--- config.mk ---
export PLATFORM = sky130hd
export DESIGN_NAME = fetch_unit
export DESIGN_NICKNAME = d
export VERILOG_FILES = /design/src/rtl/fetch_unit.sv
export SDC_FILE = /design/constraint.sdc
export NUM_CORES = 1
export LEC_CHECK = 0
export CELL_PAD_IN_SITES_DETAIL_PLACEMENT = 1
export CELL_PAD_IN_SITES_GLOBAL_PLACEMENT = 1
export CORE_ASPECT_RATIO = 0.9
export CORE_UTILIZATION = 32
export CTS_BUF_LIST = sky130_fd_sc_hd__clkbuf_4 sky130_fd_sc_hd__clkbuf_8
export CTS_CLUSTER_SIZE = 10
export DETAILED_ROUTE_END_ITERATION = 10
export PLACE_DENSITY = 0.86
export SYNTH_ARGS = -nofsm -noshare
export SYNTH_HDL_FRONTEND = slang
export SYNTH_SLANG_ARGS = --single-unit
--- constraint.sdc ---
create_clock -name clk -period 1.6 [get_ports clk]
set_input_delay 0.4 -clock clk [delete_from_list [all_inputs] [get_ports clk]]
set_output_delay 0.4 -clock clk [all_outputs]
set_load 0.02 [all_outputs]
--- src/rtl/fetch_unit.sv ---
// fetch_unit: instruction fetch front end with a four-state FSM (FETCH, WAIT,
// HOLD, HALTED) feeding a single registered instruction slot to decode.
// Optional feature: define FETCH_PREFETCH_EN to let HOLD prefetch one word
// into a one-entry buffer so a stall release delivers the next instruction
// on the following edge.
//
// Handshakes:
//   memory : mem_req is a one-cycle pulse with mem_addr; exactly one request is
//            ever outstanding; mem_rdy/mem_data answer it one or more cycles
//            later. A response owed to a request issued before a redirect is
//            swallowed (discard flag) and no new request leaves until it lands.
//   decode : instr/pc are offered while instr_valid=1; the word is taken at an
//            edge where instr_valid=1 and stall=0, and held unchanged otherwise.
// dbg_state exposes the FSM state for checkers.
module fetch_unit #(
  parameter logic [15:0] RESET_PC = 16'h0000
) (
  input  logic        clk,
  input  logic        rst,
  input  logic [15:0] next_pc,
  input  logic        redirect,
  input  logic        stall,
  input  logic        halt,
  output logic        mem_req,
  output logic [15:0] mem_addr,
  input  logic        mem_rdy,
  input  logic [15:0] mem_data,
  output logic [15:0] instr,
  output logic        instr_valid,
  output logic [15:0] pc,
  output logic [15:0] pc_plus2,
  output logic        halted,
  output logic [1:0]  dbg_state
);

  typedef enum logic [1:0] {
    S_FETCH  = 2'd0,
    S_WAIT   = 2'd1,
    S_HOLD   = 2'd2,
    S_HALTED = 2'd3
  } state_t;

  state_t      state, state_nxt;
  logic [15:0] fetch_pc, fetch_pc_nxt;
  logic [15:0] instr_nxt, pc_nxt;
  logic        instr_valid_nxt, halted_nxt;
  logic        discard, discard_nxt;
  logic        issue;
  logic        consume;
  logic        outstanding;

`ifdef FETCH_PREFETCH_EN
  logic        pf_pending, pf_pending_nxt;
  logic        pf_valid, pf_valid_nxt;
  logic [15:0] pf_data, pf_data_nxt;
  logic [15:0] pf_pc, pf_pc_nxt;
`endif

  // Request decode: purely from registered state, never from redirect/stall.
  always_comb begin
    issue = 1'b0;
    if (!discard) begin
      if (state == S_FETCH) issue = 1'b1;
`ifdef FETCH_PREFETCH_EN
      if (state == S_HOLD && !pf_pending && !pf_valid) issue = 1'b1;
`endif
    end
  end

  // The request is masked while reset is held so nothing leaves during reset.
  assign mem_req   = issue & rst;
  assign mem_addr  = fetch_pc;
  assign pc_plus2  = pc + 16'd2;
  assign dbg_state = state;

  // Next-state and datapath updates, priority redirect > halt > stall > progress.
  always_comb begin
    state_nxt       = state;
    fetch_pc_nxt    = fetch_pc;
    instr_nxt       = instr;
    pc_nxt          = pc;
    instr_valid_nxt = instr_valid;
    halted_nxt      = halted;
    discard_nxt     = discard;
`ifdef FETCH_PREFETCH_EN
    pf_pending_nxt  = pf_pending;
    pf_valid_nxt    = pf_valid;
    pf_data_nxt     = pf_data;
    pf_pc_nxt       = pf_pc;
`endif
    consume = instr_valid && !stall;
    // A response will still arrive after this edge if a request goes out now,
    // or one is pending and is not being answered this cycle.
    outstanding = issue
               || (state == S_WAIT && !mem_rdy)
               || (discard && !mem_rdy);
`ifdef FETCH_PREFETCH_EN
    outstanding = outstanding || (pf_pending && !mem_rdy);
`endif

    if (state == S_HALTED) begin
      // Only reset leaves HALTED; every input is ignored here.
    end else if (redirect) begin
      fetch_pc_nxt    = next_pc;
      instr_valid_nxt = 1'b0;
      state_nxt       = S_FETCH;
      discard_nxt     = outstanding;
`ifdef FETCH_PREFETCH_EN
      pf_pending_nxt  = 1'b0;
      pf_valid_nxt    = 1'b0;
`endif
    end else if (halt) begin
      state_nxt       = S_HALTED;
      instr_valid_nxt = 1'b0;
      halted_nxt      = 1'b1;
      discard_nxt     = 1'b0;
`ifdef FETCH_PREFETCH_EN
      pf_pending_nxt  = 1'b0;
      pf_valid_nxt    = 1'b0;
`endif
    end else begin
      if (consume) instr_valid_nxt = 1'b0;
      case (state)
        S_FETCH: begin
          if (discard) begin
            // Waiting out a stale response before the redirected fetch.
            if (mem_rdy) discard_nxt = 1'b0;
          end else begin
            state_nxt = S_WAIT;
          end
        end
        S_WAIT: begin
          if (mem_rdy) begin
            if (stall && instr_valid) begin
              // Decode still holds the previous word, so the slot is busy.
`ifdef FETCH_PREFETCH_EN
              pf_valid_nxt = 1'b1;
              pf_data_nxt  = mem_data;
              pf_pc_nxt    = fetch_pc;
              fetch_pc_nxt = fetch_pc + 16'd2;
`endif
              // Without a buffer the word is dropped; fetch_pc is not
              // advanced, so the same address is fetched again later.
              state_nxt = S_HOLD;
            end else begin
              instr_nxt       = mem_data;
              pc_nxt          = fetch_pc;
              instr_valid_nxt = 1'b1;
              fetch_pc_nxt    = fetch_pc + 16'd2;
              state_nxt       = stall ? S_HOLD : S_FETCH;
            end
          end
        end
        S_HOLD: begin
`ifdef FETCH_PREFETCH_EN
          if (issue) pf_pending_nxt = 1'b1;
          if (!stall) begin
            if (pf_valid) begin
              instr_nxt       = pf_data;
              pc_nxt          = pf_pc;
              instr_valid_nxt = 1'b1;
              pf_valid_nxt    = 1'b0;
              state_nxt       = S_FETCH;
            end else if (pf_pending && mem_rdy) begin
              instr_nxt       = mem_data;
              pc_nxt          = fetch_pc;
              instr_valid_nxt = 1'b1;
              fetch_pc_nxt    = fetch_pc + 16'd2;
              pf_pending_nxt  = 1'b0;
              state_nxt       = S_FETCH;
            end else if (pf_pending || issue) begin
              // Prefetch still in flight: WAIT collects it as a normal fetch.
              pf_pending_nxt  = 1'b0;
              state_nxt       = S_WAIT;
            end else begin
              state_nxt       = S_FETCH;
            end
          end else if (pf_pending && mem_rdy) begin
            pf_valid_nxt   = 1'b1;
            pf_data_nxt    = mem_data;
            pf_pc_nxt      = fetch_pc;
            fetch_pc_nxt   = fetch_pc + 16'd2;
            pf_pending_nxt = 1'b0;
          end
`else
          if (!stall) state_nxt = S_FETCH;
`endif
        end
        default: state_nxt = state;
      endcase
    end
  end

  // All state registers, asynchronously cleared while rst is low.
  always_ff @(posedge clk or negedge rst) begin
    if (!rst) begin
      state       <= S_FETCH;
      fetch_pc    <= RESET_PC;
      pc          <= RESET_PC;
      instr       <= 16'h0000;
      instr_valid <= 1'b0;
      halted      <= 1'b0;
      discard     <= 1'b0;
`ifdef FETCH_PREFETCH_EN
      pf_pending  <= 1'b0;
      pf_valid    <= 1'b0;
      pf_data     <= 16'h0000;
      pf_pc       <= 16'h0000;
`endif
    end else begin
      state       <= state_nxt;
      fetch_pc    <= fetch_pc_nxt;
      pc          <= pc_nxt;
      instr       <= instr_nxt;
      instr_valid <= instr_valid_nxt;
      halted      <= halted_nxt;
      discard     <= discard_nxt;
`ifdef FETCH_PREFETCH_EN
      pf_pending  <= pf_pending_nxt;
      pf_valid    <= pf_valid_nxt;
      pf_data     <= pf_data_nxt;
      pf_pc       <= pf_pc_nxt;
`endif
    end
  end

endmodule

==> results by group <==
Outcome
  – Status: finished with violations
  – Failing checks: setup timing

Power and ir drop
  – PD cells: between 1500 and 2000 mW/mm2
  – Switch Pwr: 4.56 mW
  – Sw frac: between 40 and 50%
  – Final Power: 10.3 mW
  – Logic pwr share: roughly 66%
  – Leak: 2.66 nW
  – Clock power share: 9.9%
  – Worst vdd ir: 0.853 mV
  – Sequential share of power: 24.2%
  – Int Power: 5.76 mW

Clock tree
  – Number of buffers created by CTS: 5
  – Root buf cell: clkbuf_8
  – Max clock buf depth: 2
  – # hold bufs at CTS: 0
  – H-tree depth: 2
  – Clk_lat worst skew: 0.33 ns
  – CTS Sinks: 53
  – Worst-path clk slew: 0.11 ns
  – CTS tree: done

Drt
  – Via-to-Cell Ratio: about 5.7
  – Final antenna-violating net count: 0
  – Total wire length: around 16 mm
  – DRC viols: 0
  – DR WL/cell: 26.2 um
  – DRT iter0 DRCs: 233
  – Via count: about 3400
  – Drt first pass iters: 5

STA
  – Final Skew: 0.0121 ns
  – Max transition margin: approximately 53%
  – Total negative slack: -19.35 ns
  – Final setup margin: -0.525 ns
  – Measured slew at the worst slew-check pin: ~0.7 ns
  – Slew Limit Fails: 0
  – Final Setup Violations: 66
  – Crit path time final: 2.13 ns
  – Final period util: 133%
  – RSZ-0062 raised after global routing: true
  – Final hold violations: 0
  – Highest clock rate: 471 MHz
  – Worst hold slack: 0.291 ns

Worst setup path
  – Most used cell, CP: buf_4
  – Critical-path maximum fanout: 3
  – Setup crit start kind: flop
  – Cells along the critical path: and4_4 -> nand4_1 -> buf_4 -> nand2b_4 -> xnor2_2 -> buf_4
  – Reg2Reg Depth: 8
  – Crit path max-delay cell type: dfrtp_2
  – CP startpoint: pc[3]
  – Reg2Reg Launch Point: dbg_state[0]
  – Setup crit end kind: output port
  – Critical Path AT: 1.73 ns
  – Slowest stage delay, CP: 0.39 ns
  – Critical Setup Path Class: flop to output port
  – Req. time, crit path: 1.20 ns

Global routing
  – First-pass GRT wire length: roughly 21 mm
  – Global router's overall resource usage: 28.6%
  – Vias in the first global route: 3625
  – GRT overflow: 0
  – Pin count of the biggest net entering global routing: 54
  – Antenna violations before repair: 0

Logic synthesis
  – Largest family of logic cells by synthesized area: simple AND/OR/NAND/NOR gates
  – Mapped cell area: 0.00301 mm2
  – Syn Nets: between 300 and 400
  – Synth Area in Compound Gates: 10.9%
  – Syn. warnings: 0
  – Average cell area after synthesis: 11.2 um2
  – Sequential fraction of the synthesis area: 44.1%
  – Primary FF master, synth: dfrtp_1
  – Async S/R FF share, synth: between 90% and 100%
  – Simple-gate area share of the yosys netlist: between 15 and 20%
  – Register bit total from synthesis: 53
  – Post-synthesis adder-cell area fraction: 3.33%
  – Mux cell area share after synthesis: 15.9%
  – Post-Synth XOR/XNOR Area: about 4.4%
  – Post-synth EDFFs: 0
  – Cells after synthesis: 269
  – Distinct cells, synth: 50

Floorplan
  – Row cnt: 33
  – I/O pin count: 107
  – Die width: 104 um
  – Die ar.: 0.00979 mm2
  – Core Region: 0.00913 mm2
  – Initial core utilization: 32.9%
  – Die Height: 94.0 um

Final layout
  – Layout area overhead: 91.3%
  – # diodes: 0
  – Final-stage net count: 524
  – Share of layout cells above drive strength 1: a little under three fifths

Worst hold path
  – Hold WC Path Type: primary input to async pin

Job
  – Number of max-cap violations: 0

Placed design
  – GPL Wtd Cong: 0.885
  – Post-DP HPWL: 7.97 mm
  – Port buffer count: 106
final timing paths:
path                       slack [ns]           end
setup / recovery                -0.53  pc_plus2[12]
hold / removal                   0.29   mem_addr[9]
setup reg to reg                -0.47  mem_addr[14]
min in group clk                 0.49        halted
hold reg to reg                  0.49        halted
max in group asynchronous        0.81         pc[2]
placed cells by master, fill, tap and decap left out, types with 3 or more instances in the layout:
master           synthesis  final
nor2_1                  11      9
buf_2                    2      6
clkbuf_8                 0      6
mux2_4                  26     28
buf_4                    2     76
a21oi_1                  9      4
clkdlybuf4s15_1          0      5
nand3_1                 15      8
mux2_2                   6      4
nand3_4                  2      7
nand2_2                  0      3
nand2b_4                 0      3
buf_6                    3     34
nand4_1                  9      9
inv_1                    6      4
buf_8                    0      3
nand2_1                 24     18
a22oi_1                  4      3
nor3_1                   5      3
o211ai_1                 3      3
nand2_4                  0      3
xnor2_2                  0      5
and3_4                   0      4
xnor2_4                  0      4
and3_1                   7      3
o22ai_2                  0      3
o22ai_1                  6      3
a21oi_2                  0      3
dfrtp_2                  0     20
xor2_2                   0      3
buf_12                   0      7
ha_4                     0      6
clkdlybuf4s50_1          0     35
clkbuf_2                 0     10
dlygate4sd2_1            0     34
dfrtp_1                 53     33
power groups by stage:
stage               logic (mW)  clock network (mW)  registers [mW]
floorplan                 1.94                   0            3.21
global placement          5.48                   0            2.36
detailed placement        5.67                   0            2.42
CTS                       5.97                1.00            2.40
global route              7.09                1.07            2.56
finish                    6.81                1.02            2.50
critical path: cells and delay by family (launching register included):
| family | cells | cell delay (ns) |
|---|---|---|
| AND/OR/NAND/NOR | 3 | 0.53 |
| flip-flops | 1 | 0.39 |
| buffers and inverters | 2 | 0.35 |
| XOR/XNOR | 1 | 0.13 |
stage by stage:
stage / utilization [%] / cell area [um2] / cells / setup slack, ns
finish: 63.0 / 5750 / 601 / -0.525
floorplan: - / 3180 / 269 / -0.211
detailed placement: 53.4 / 4870 / 559 / -0.702
global route: 63.0 / 5750 / 601 / -0.549
CTS: 60.1 / 5480 / 592 / -0.460
global placement: 53.4 / 4870 / 559 / -0.653
state kept, by name (all words and copies together), names as in the netlist:
signal	flops
halted	1
discard	1
instr_valid	1
pc	16
instr	16
dbg_state	2
mem_addr	16
synthesized netlist by cell type, types with 2 or more instances:
library cell / number / area, um2
dfrtp_1: 53 / 1330
mux2_4: 26 / 390
nand2_1: 24 / 90.1
nand3_1: 15 / 75.1
nor2_1: 11 / 41.3
xnor2_1: 11 / 96.3
a21oi_1: 9 / 45.0
nand4_1: 9 / 56.3
ha_1: 8 / 100
and3_1: 7 / 43.8
inv_1: 6 / 22.5
mux2_2: 6 / 67.6
o22ai_1: 6 / 37.5
nor3_1: 5 / 25.0
a22oi_1: 4 / 30.0
and4_1: 4 / 35.0
o21ai_0: 4 / 20.0
xor2_1: 4 / 35.0
a211oi_1: 3 / 22.5
a31oi_1: 3 / 18.8
buf_6: 3 / 33.8
clkinv_1: 3 / 11.3
nand2b_1: 3 / 18.8
nor2b_1: 3 / 18.8
o211ai_1: 3 / 22.5
or3_1: 3 / 18.8
and2_1: 2 / 12.5
buf_2: 2 / 10.0
buf_4: 2 / 15.0
clkbuf_1: 2 / 7.51
mux2i_1: 2 / 20.0
nand3_4: 2 / 35.0
nor4_1: 2 / 12.5
o2bb2ai_1: 2 / 17.5
o31a_1: 2 / 17.5
metal layers:
layer / wire length (um) / up-vias / track usage [%]
met2: 7690 / 204 / 50.3
met3: 841 / 79 / 3.54
met4: 948 / 0 / 14.8
met5: 0 / - / 0
met1: 6260 / 1734 / 34.6
li1: - / 1406 / -
logic make-up (layout without fill, tap and decap cells):
family                     after synthesis  in the layout
AOI/OAI and AO/OA                       46             46
xor gates and xnor gates                15             15
adders and majority gates                8              8
buffers and inverters                   18            228
DFF                                     53             53
muxes                                   34             34
and+or+nand+nor                         95             95
cell type report:
class	count	area [um2]
tap	122	153
multi-input combinational	198	2160
inverter	9	38.8
sequential	53	1350
fill	916	3370
clock buffer	6	82.6
clock inverter	2	37.5
timing repair buffer	211	1930
timing repair:
item | CTS | global route
pin swaps | 50 | 42
gates resized for setup | 243 | 82
setup buffers | 23 | 19
endpoints found under the hold margin | 0 | 0
endpoints found under the setup margin | 119 | 84
cloned | 3 | 0
(Power assumes the default switching activity.)
